==> src/rtl/pipe_latch_skid.sv <==
`timescale 1ns/1ps
// Two-entry pipeline latch: MAIN drives the outputs, SKID catches one entry while downstream stalls.
// One-cycle latency, one entry/cycle; in_ready comes from registered state only, so out_ready never reaches it.
module pipe_latch_skid #(
  parameter int DATA_W = 16,
  parameter int CTRL_W = 4,
  parameter int CNT_W  = 16
) (
  input  logic              clk,
  input  logic              rst,
  input  logic              in_valid,
  output logic              in_ready,
  input  logic [DATA_W-1:0] in_data,
  input  logic [CTRL_W-1:0] in_ctrl,
  input  logic              flush,
  output logic              out_valid,
  input  logic              out_ready,
  output logic [DATA_W-1:0] out_data,
  output logic [CTRL_W-1:0] out_ctrl,
  output logic [1:0]        occupancy,
  output logic [CNT_W-1:0]  stall_cnt
);

  typedef enum logic [1:0] {
    EMPTY = 2'd0,
    ONE   = 2'd1,
    TWO   = 2'd2
  } state_t;

  typedef struct packed {
    logic [CTRL_W-1:0] ctrl;
    logic [DATA_W-1:0] data;
  } entry_t;

  state_t           state;
  entry_t           mainQ;
  entry_t           skidQ;
  entry_t           inEntry;
  logic [CNT_W-1:0] stallCnt;
  logic             inFire;
  logic             outFire;

  assign inEntry = {in_ctrl, in_data};
  assign inFire  = in_valid & in_ready;
  assign outFire = out_valid & out_ready;

  always_ff @(posedge clk or posedge rst) begin
    if (rst) begin
      state    <= EMPTY;
      mainQ    <= '0;
      skidQ    <= '0;
      stallCnt <= '0;
    end else begin
      // Performance counter survives flush; only reset clears it.
      if (out_valid && !out_ready && (stallCnt != {CNT_W{1'b1}}))
        stallCnt <= stallCnt + {{(CNT_W-1){1'b0}}, 1'b1};

      if (flush) begin
        state <= EMPTY;
      end else begin
        case (state)
          EMPTY: begin
            if (inFire) begin
              mainQ <= inEntry;
              state <= ONE;
            end
          end
          ONE: begin
            if (inFire && outFire) begin
              mainQ <= inEntry;
            end else if (inFire) begin
              skidQ <= inEntry;
              state <= TWO;
            end else if (outFire) begin
              state <= EMPTY;
            end
          end
          TWO: begin
            if (outFire) begin
              mainQ <= skidQ;
              state <= ONE;
            end
          end
          default: state <= EMPTY;
        endcase
      end
    end
  end

  assign in_ready  = (state != TWO);
  assign out_valid = (state != EMPTY);
  assign out_data  = mainQ.data;
  // Side-effect controls are masked on bubbles so a stale MAIN cannot retrigger them.
  assign out_ctrl  = out_valid ? mainQ.ctrl : '0;
  assign occupancy = state;
  assign stall_cnt = stallCnt;

endmodule

==> config.mk <==
export PLATFORM = sky130hd
export DESIGN_NAME = pipe_latch_skid
export DESIGN_NICKNAME = d
export VERILOG_FILES = /design/src/rtl/pipe_latch_skid.sv
export SDC_FILE = /design/constraint.sdc
export NUM_CORES = 1
export LEC_CHECK = 0
export BUFFER_PORTS_ARGS = -buffer_cell sky130_fd_sc_hd__buf_2
export CORE_UTILIZATION = 40
export DETAILED_ROUTE_END_ITERATION = 12
export PLACE_DENSITY = 0.61
export SLEW_MARGIN = 0
export SYNTH_ARGS = -nofsm -noshare
export SYNTH_HDL_FRONTEND = slang
export SYNTH_SLANG_ARGS = --single-unit
==> constraint.sdc <==
create_clock -name clk -period 2.65 [get_ports clk]
set_clock_uncertainty 0.05 [all_clocks]
set_input_delay 0.53 -clock clk [delete_from_list [all_inputs] [get_ports clk]]
set_output_delay 0.53 -clock clk [all_outputs]
set_load 0.02 [all_outputs]
==> results of run 1 <==
-- through the flow --
stage / worst slack, ns / util (%)
global route: 0.434 / 49.5
finish: 0.569 / 49.5
global placement: 0.503 / 46.9
CTS: 0.551 / 49.5
floorplan: 0.593 / -
detailed placement: 0.483 / 46.9
-- layout by cell type, fill, tap and decap left out, drive strengths merged --
| master | instances |
|---|---|
| xor2 | 11 |
| dfrtp | 58 |
| o21ai | 1 |
| or2 | 2 |
| a21oi | 3 |
| nand3 | 4 |
| nand3b | 1 |
| o311ai | 1 |
| mux2 | 65 |
| inv | 4 |
| o211ai | 1 |
| or4b | 1 |
| nor2 | 6 |
| nor3 | 7 |
| clkinv | 2 |
| bufinv | 1 |
| o22a | 1 |
| or3 | 2 |
| nand2 | 9 |
| clkbuf | 13 |
| nor4 | 4 |
| nor4b | 1 |
| buf | 71 |
| o21a | 1 |
| nand2b | 2 |
| nand4 | 4 |
| ha | 1 |
| nor3b | 2 |
| nor2b | 6 |
-- cells by family (layout without fill, tap and decap cells) --
family / after synthesis / after routing / share of synthesized area [%]
mux: 65 / 65 / 25.8
flops: 58 / 58 / 51.1
simple gates: 51 / 51 / 11.4
buf+inv: 27 / 91 / 6.03
xor+xnor: 11 / 11 / 3.39
compound gates: 8 / 8 / 1.85
fa+ha+maj: 1 / 1 / 0.440
-- synthesized netlist by cell type --
library cell | count | area [um^2]
nor2b_1 | 6 | 37.5
nor4b_1 | 1 | 8.76
nor3b_1 | 2 | 15.0
nand3b_1 | 1 | 7.51
nor4_4 | 2 | 42.5
xor2_1 | 11 | 96.3
mux2_2 | 58 | 653
buf_2 | 5 | 25.0
or3_1 | 2 | 12.5
dfrtp_1 | 58 | 1450
nand2_1 | 9 | 33.8
or2_1 | 1 | 6.26
nor3_1 | 6 | 30.0
o21a_1 | 1 | 7.51
o311ai_0 | 1 | 8.76
nand3_1 | 4 | 20.0
o22a_1 | 1 | 8.76
nand4_1 | 3 | 18.8
or4b_1 | 1 | 10.0
buf_4 | 17 | 128
o211ai_1 | 1 | 7.51
nor4_2 | 1 | 12.5
nor2_1 | 6 | 22.5
mux2_1 | 7 | 78.8
or2_2 | 1 | 6.26
a21oi_1 | 3 | 15.0
o21ai_0 | 1 | 5.00
nor3_2 | 1 | 10.0
nand4_2 | 1 | 12.5
nor4_1 | 1 | 6.26
ha_1 | 1 | 12.5
nand2b_1 | 2 | 12.5
inv_1 | 4 | 15.0
clkbuf_1 | 1 | 3.75
-- how the worst min path moves through the flow --
| stage | start | to | slack, ns |
|---|---|---|---|
| after floorplan | skidQ[14] | skidQ[14] | 0.40 |
| after global placement | skidQ[14] | skidQ[14] | 0.41 |
| after detailed placement | skidQ[17] | skidQ[17] | 0.42 |
| after CTS | rst | out_data[3] | 0.21 |
| after global routing | rst | out_data[3] | 0.23 |
| final | rst | out_data[7] | 0.20 |
-- power by group through the flow --
stage / Combinational (mW) / Sequential [mW] / Clock, mW
3_5_place_dp: 0.603 / 1.23 / 0
2_1_floorplan: 0.432 / 1.26 / 0
4_1_cts: 0.605 / 1.22 / 0.793
5_1_grt: 0.645 / 1.24 / 0.835
3_3_place_gp: 0.594 / 1.22 / 0
6_report: 0.595 / 1.21 / 0.772
-- worst max-delay path: cells and delay by family (launching register included) --
family	cells	cell delay [ns]
mux	1	0.34
flops	1	0.43
simple gates	3	1.14
-- flip-flops by register name, summed over array words and instances, names as in the netlist --
register / flops
mainQ: 4
occupancy: 2
out_data: 16
skidQ: 20
stall_cnt: 16
-- layer usage --
metal  track usage [%]  routed length [um]  share of wire [%]  vias up
met4              8.64                  87                1.6        0
met1              19.5                2480                 47      875
li1                  -                   -                  -      889
met2              24.2                2500                 47       42
met3              4.95                 243                4.6        7
met5                 0                   0                  0        -
-- final cells by class --
type / count / area share [%]
clock buffer: 13 / 4.11
clock inverter: 3 / 1.18
inverter: 4 / 0.444
multi-input combinational: 136 / 36.4
sequential: 58 / 42.9
tap: 96 / 3.55
timing repair buffer: 71 / 11.4
==> results_dict.tcl, run 1 <==
set metrics [dict create \
    area_growth_pct 19.0 \
    routedWlPerCell_um 13.9 \
    max_stage_delay_ns 0.69 \
    synth_nets 247 \
    p_leak_nw 1.57 \
    ant_nets 0 \
    critPathRequiredTime_ns 2.81 \
    clk_latency_ns 0.33 \
    synth_seq_cells 58 \
    drc 0 \
    rows 30 \
    die_y_um 86.3 \
    core_mm2 0.00683 \
    die_area_mm2 0.00745 \
    timing.hold.ws_ns 0.200 \
    cpMaxStageDelayCell "or4b_1" \
    n_fill_cell 668 \
    rsz0062_at_grt "no" \
    via_per_inst 4.76 \
    setup-violations-final 0 \
    cts.sinks 58 \
    yosysSeqAreaShare_pct 51.1 \
    place_area_mm2 0.00320 \
    finalPower_mw 2.58 \
    grt_max_degree 35 \
    grt_pass1_vias 1839 \
    synth_cell_types 34 \
    design.final.nets 306 \
    antenna_found_initial 0 \
    start_kind "flop" \
    top_level_ports 65 \
    syn_avg_cell_area_um2 12.9 \
    multi_input_area_mm2 0.00123 \
    synth_area_mm2 0.00284 \
    num_antenna_cells 0 \
    finalInstanceArea_mm2 0.00338 \
    ys_warn_count 0 \
    rr_worst_depth 4 \
    grt.total_usage_pct 15.7 \
    grt_overflow 0 \
    drtPass1Iterations 2 \
    cap_violations 0 \
    layout-drive-gt1-share_pct 53.0 \
    fin_crit_ns 2.08 \
    initial_utilization_pct 41.6 \
    crit_fanout 7 \
    maxSlewHeadroom_pct 63.1 \
    hp-class "in -> async" \
    htreeDepth 3 \
    powerDensity_mw_per_mm2 763 \
    worstMarginPinSlew_ns 0.553 \
    gp_congestion 0.730 \
    post-cts-setup-buffers 0 \
    crit_chain "nand4_2 -> or4b_1 -> nor4_4 -> mux2_1" \
    root_buffer "clkbuf_8" \
    fmax_ghz 0.481 \
    status "finished, final reports clean" \
    fin_crit_sh_pct 78.5 \
    fin_cells 381 \
    wl_um 5310 \
    p_clk_share_pct 29.9 \
    r2r_slack_ns 0.57 \
    power.switching_mw 0.786 \
    worstReg2RegEnd "stall_cnt[15]" \
    hold_viol_final 0 \
    slew_violations 0 \
    critical_path_class "reg -> reg" \
    die_w_um 86.3 \
    final.setup.tns_ns 0 \
    critPathArrivalTime_ns 2.24 \
    post-place-cells 365 \
    cts_max_path_buffers 2 \
    seqPwrFrac_pct 47.0 \
    vias 1813 \
    grt_pass1_wl_um 8840 \
    ctsHoldBuffers 0 \
    place_hpwl_um 3720 \
    regArea_mm2 0.00145 \
    cts_buffers 9 \
    drt_iter0_drc 44 \
    crit_path_start "stall_cnt[4]" \
    internal_power_mw 1.79 \
    endpoint "stall_cnt[15]" \
    io_buffers 64 \
    end_kind "flop" \
    cts_resized 0 \
    switching_share_pct 30.5 \
    tritoncts "built" \
    ir_worst_vdd_mv 0.448 \
    clkSlewWorstSetupHoldPaths_ns 0.07 \
    reg2reg_from "stall_cnt[4]" \
    combPwrFrac_pct 23.1 \
    netlist_instances 221 \
]
Note: power is estimated with default switching activity, not from simulation.
==> run 2, diff against run 1 <==
--- a/config.mk
+++ b/config.mk
@@ -8,7 +8,7 @@
 export BUFFER_PORTS_ARGS = -buffer_cell sky130_fd_sc_hd__buf_2
 export CORE_UTILIZATION = 40
 export DETAILED_ROUTE_END_ITERATION = 12
-export PLACE_DENSITY = 0.61
+export PLACE_DENSITY = 0.63
 export SLEW_MARGIN = 0
 export SYNTH_ARGS = -nofsm -noshare
 export SYNTH_HDL_FRONTEND = slang
==> constraint.sdc (replaced) <==
create_clock -name clk -period 1.8 [get_ports clk]
set_clock_uncertainty 0.05 [all_clocks]
set_input_delay 0.36 -clock clk [delete_from_list [all_inputs] [get_ports clk]]
set_output_delay 0.36 -clock clk [all_outputs]
set_load 0.02 [all_outputs]
==> results_dict.tcl, run 2 (synthesis results as in run 1) <==
set metrics [dict create \
    status "finished, violations left" \
    violations "negative setup slack" \
    cap_violations 0 \
    ir_worst_vdd_mv 0.462 \
    critPathRequiredTime_ns 1.97 \
    htreeDepth 3 \
    p_leak_nw 1.77 \
    ctsHoldBuffers 0 \
    worstMarginPinSlew_ns 0.324 \
    core_mm2 0.00683 \
    vias 1984 \
    num_antenna_cells 0 \
    grt_max_degree 59 \
    cts_buffers 9 \
    die_y_um 86.3 \
    largest_reg_flops 20 \
    p_clk_share_pct 27.1 \
    clkSlewWorstSetupHoldPaths_ns 0.06 \
    combPwrFrac_pct 28.8 \
    die_w_um 86.3 \
    via_per_inst 4.82 \
    grt_pass1_wl_um 9290 \
    tritoncts "built" \
    drtPass1Iterations 4 \
    drc 0 \
    power.switching_mw 1.24 \
    rows 30 \
    fin_crit_ns 1.84 \
    final_cell_mix "buf_2 (63), mux2_2 (58), dfrtp_1 (52), buf_4 (35), clkbuf_8 (12)" \
    post-place-ws_ns -0.0854 \
    io_buffers 64 \
    critical_path_class "reg -> reg" \
    rsz0062_at_grt "yes" \
    cts.sinks 58 \
    setup-violations-final 2 \
    gp_congestion 0.755 \
    ant_nets 0 \
    switching_share_pct 30.6 \
    die_area_mm2 0.00745 \
    area_growth_pct 32.5 \
    fmax_ghz 0.544 \
    wl_um 5770 \
    clk_latency_ns 0.33 \
    layout-drive-gt1-share_pct 63.9 \
    drt_iter0_drc 72 \
    finalInstanceArea_mm2 0.00376 \
    hold_viol_final 0 \
    slew_violations 0 \
    fin_ws_ns -0.0371 \
    top_register "skidQ" \
    routedWlPerCell_um 14.0 \
    fin_crit_sh_pct 102 \
    seqPwrFrac_pct 44.2 \
    grt_overflow 0 \
    grt.total_usage_pct 16.5 \
    root_buffer "clkbuf_8" \
    critPathArrivalTime_ns 2.00 \
    place_hpwl_um 3900 \
    hp-class "in -> async" \
    antenna_found_initial 0 \
    start_kind "flop" \
    cts_max_path_buffers 2 \
    internal_power_mw 2.80 \
    design.final.nets 337 \
    powerDensity_mw_per_mm2 1070 \
    top_level_ports 65 \
    initial_utilization_pct 41.6 \
    end_kind "flop" \
    final_common_cell "buf_2" \
    grt_pass1_vias 1984 \
    maxSlewHeadroom_pct 78.1 \
    crit_fanout 3 \
    place_area_mm2 0.00340 \
]
run 2: what timing repair did:
action,4_1_cts,5_1_grt
endpoints found under the setup margin,5,50
pin swaps,0,7
setup buffers,2,9
gates resized for setup,2,18
run 2: layer usage:
layer	wire (um)	track usage [%]	vias to the layer above	share of wire (%)
met5	0	0	-	0
met4	119	8.64	0	2.1
li1	-	-	945	-
met2	2770	25.9	56	48
met1	2550	20.5	974	44
met3	329	5.14	9	5.7
run 2: power by group through the flow:
stage / Clock (mW) / Combinational, mW / Sequential [mW]
global placement: 0 / 0.993 / 1.79
floorplan: 0 / 0.639 / 1.87
CTS: 1.13 / 1.02 / 1.79
finish: 1.09 / 1.16 / 1.78
detailed placement: 0 / 1.01 / 1.81
global route: 1.19 / 1.26 / 1.82
run 2: area by class of cell:
cell class / count / area, um^2
multi-input cells: 136 / 1330
flip-flops and latches: 58 / 1460
well taps: 96 / 120
inverters: 4 / 18.8
fillers: 637 / 3070
clock buffers: 14 / 173
clock inverters: 2 / 10.0
repair buffers: 102 / 649
run 2: final timing paths:
check	from	to	slack, ns	cells past startpoint
worst max-delay path	stall_cnt[1]	stall_cnt[1]	-0.04	7
worst min-delay path	rst	skidQ[15]	0.05	3
worst max register to register	stall_cnt[1]	stall_cnt[1]	-0.04	7
worst min register to register	skidQ[14]	skidQ[14]	0.44	1
max in group asynchronous	rst	out_data[1]	1.39	3
min in group clk	in_data[14]	skidQ[14]	0.20	2
run 2: stage by stage:
step,TNS (ns),util [%],power (mW),cells,hold slack [ns]
floorplan,-0.308,-,2.51,221,0.372
global placement,-0.371,49.8,2.78,385,0.414
detailed placement,-0.913,49.8,2.82,385,0.420
CTS,0,52.8,3.94,403,0.0612
global route,-0.555,55.1,4.27,412,0.0787
finish,-0.0464,55.1,4.04,412,0.0523
run 2: critical path: stages, from the launching register on:
cell and delay [ns]:
dfrtp_1 0.39, ha_4 0.16, nand4_1 0.12, buf_4 0.17
nor4_4 0.30, buf_4 0.19, nor2_4 0.04, mux2_4 0.29
==> run 3, diff against run 2 <==
--- a/config.mk
+++ b/config.mk
@@ -8,6 +8,7 @@
 export BUFFER_PORTS_ARGS = -buffer_cell sky130_fd_sc_hd__buf_2
 export CORE_UTILIZATION = 40
 export DETAILED_ROUTE_END_ITERATION = 12
+export MAX_ROUTING_LAYER = met4
 export PLACE_DENSITY = 0.63
 export SLEW_MARGIN = 0
 export SYNTH_ARGS = -nofsm -noshare
==> results_dict.tcl, run 3 (synthesis results as in run 1) <==
set metrics [dict create \
    status "finished, violations left" \
    violations "negative setup slack" \
    drtPass1Iterations 4 \
    critPathArrivalTime_ns 2.00 \
    critical_path_class "reg -> reg" \
    worstMarginPinSlew_ns 0.324 \
    ctsHoldBuffers 0 \
    multi_input_area_mm2 0.00133 \
    final_cell_mix "buf_2 (63), mux2_2 (58), dfrtp_1 (52), buf_4 (35), clkbuf_8 (12)" \
    timing.hold.ws_ns 0.0505 \
    rsz0062_at_grt "yes" \
    layout-drive-gt1-share_pct 63.9 \
    cap_violations 0 \
    critical_path_buf_inv_count 2 \
    core_mm2 0.00683 \
    top_register "skidQ" \
    grt_pass1_vias 1979 \
    design.final.nets 337 \
    critPathTopFamily "simple AND/OR/NAND/NOR gates" \
    crit_chain "ha_4 -> nand4_1 -> buf_4 -> nor4_4 -> buf_4 -> nor2_4 -> mux2_4" \
    wl_um 5770 \
    antenna_found_initial 0 \
    grt_overflow 0 \
    regArea_mm2 0.00146 \
    final_common_cell "buf_2" \
    num_antenna_cells 0 \
    via_per_inst 4.81 \
    critPathRequiredTime_ns 1.97 \
    top_level_ports 65 \
    hold_viol_final 0 \
    drt_iter0_drc 83 \
    powerDensity_mw_per_mm2 1080 \
    ant_nets 0 \
    fin_crit_ns 1.84 \
    fin_crit_sh_pct 102 \
    cts_max_path_buffers 2 \
    max_stage_delay_ns 0.39 \
    die_area_mm2 0.00745 \
    finalPower_mw 4.05 \
    n_fill_cell 637 \
    grt.total_usage_pct 17.0 \
    cts_buffers 9 \
    p_leak_nw 1.77 \
    post-place-cells 385 \
    vias 1983 \
    cpMaxStageDelayCell "dfrtp_1" \
    cpMostUsedCell "buf_4" \
    cts.sinks 58 \
    root_buffer "clkbuf_8" \
    fin_ws_ns -0.0371 \
    r2r_slack_ns -0.04 \
    routedWlPerCell_um 14.0 \
    end_kind "flop" \
    die_w_um 86.3 \
    rows 30 \
    gp_congestion 0.765 \
    ir_worst_vdd_mv 0.467 \
    grt_pass1_wl_um 9290 \
    fmax_ghz 0.544 \
    slew_violations 0 \
    initial_utilization_pct 41.6 \
    setup-violations-final 2 \
    area_growth_pct 32.5 \
    htreeDepth 3 \
    io_buffers 64 \
    clk_latency_ns 0.33 \
    drc 0 \
    largest_reg_flops 20 \
    hp-class "in -> async" \
    die_y_um 86.3 \
    grt_max_degree 59 \
    start_kind "flop" \
    crit_fanout 3 \
    tritoncts "built" \
    fin_cells 412 \
    maxSlewHeadroom_pct 78.1 \
    clkSlewWorstSetupHoldPaths_ns 0.06 \
    place_hpwl_um 3900 \
]
## run 3: cell counts in the layout (fill, tap and decap cells not counted)
Identical to the previous run, type by type.
## run 3: worst paths after layout
path	from	to	depth (start not counted)
worst max-delay path	stall_cnt[1]	stall_cnt[1]	7
worst min-delay path	rst	skidQ[15]	3
worst max register to register	stall_cnt[1]	stall_cnt[1]	7
worst min register to register	skidQ[14]	skidQ[14]	1
max in group asynchronous	rst	out_data[1]	3
min in group clk	in_data[14]	skidQ[14]	2
## run 3: layout make-up
class                      count  area share, %
clock buffer                  14           4.59
sequential                    58           38.8
inverter                       4          0.499
timing repair buffer         102           17.3
tap                           96           3.19
multi-input combinational    136           35.4
clock inverter                 2          0.266
## run 3: per-layer routing
layer | wire length (um) | share of wire (%) | global-route usage (%) | vias to the layer above
li1 | - | - | - | 945
met3 | 282 | 4.9 | 4.48 | 9
met4 | 118 | 2.0 | 8.64 | 0
met5 | 0 | 0 | - | -
met1 | 2620 | 45 | 21.1 | 975
met2 | 2750 | 48 | 25.8 | 54
## run 3: what timing repair did
action | in CTS | in global routing
gates resized for setup | 2 | 18
setup endpoints to repair | 5 | 50
pin swaps | 0 | 7
setup buffers | 2 | 9
## run 3: tightest hold or removal path, cell delays in order
cell        delay [ns]
buf_2             0.11
clkinvlp_4        0.07
buf_12            0.28
## run 3: power by group
group	switching (mW)	internal [mW]
clock	0.491	0.609
sequential	0.184	1.60
combinational	0.568	0.595
total	1.24	2.80
## run 3: metrics by stage
step	TNS, ns	setup WS [ns]	instance area, um^2	util [%]
after global placement	-0.371	-0.0755	3400	49.8
after global routing	-0.554	-0.131	3760	55.1
after floorplan	-0.308	-0.136	2870	-
after detailed placement	-0.913	-0.0854	3400	49.8
after CTS	0	0.00127	3600	52.8
final	-0.0465	-0.0371	3760	55.1
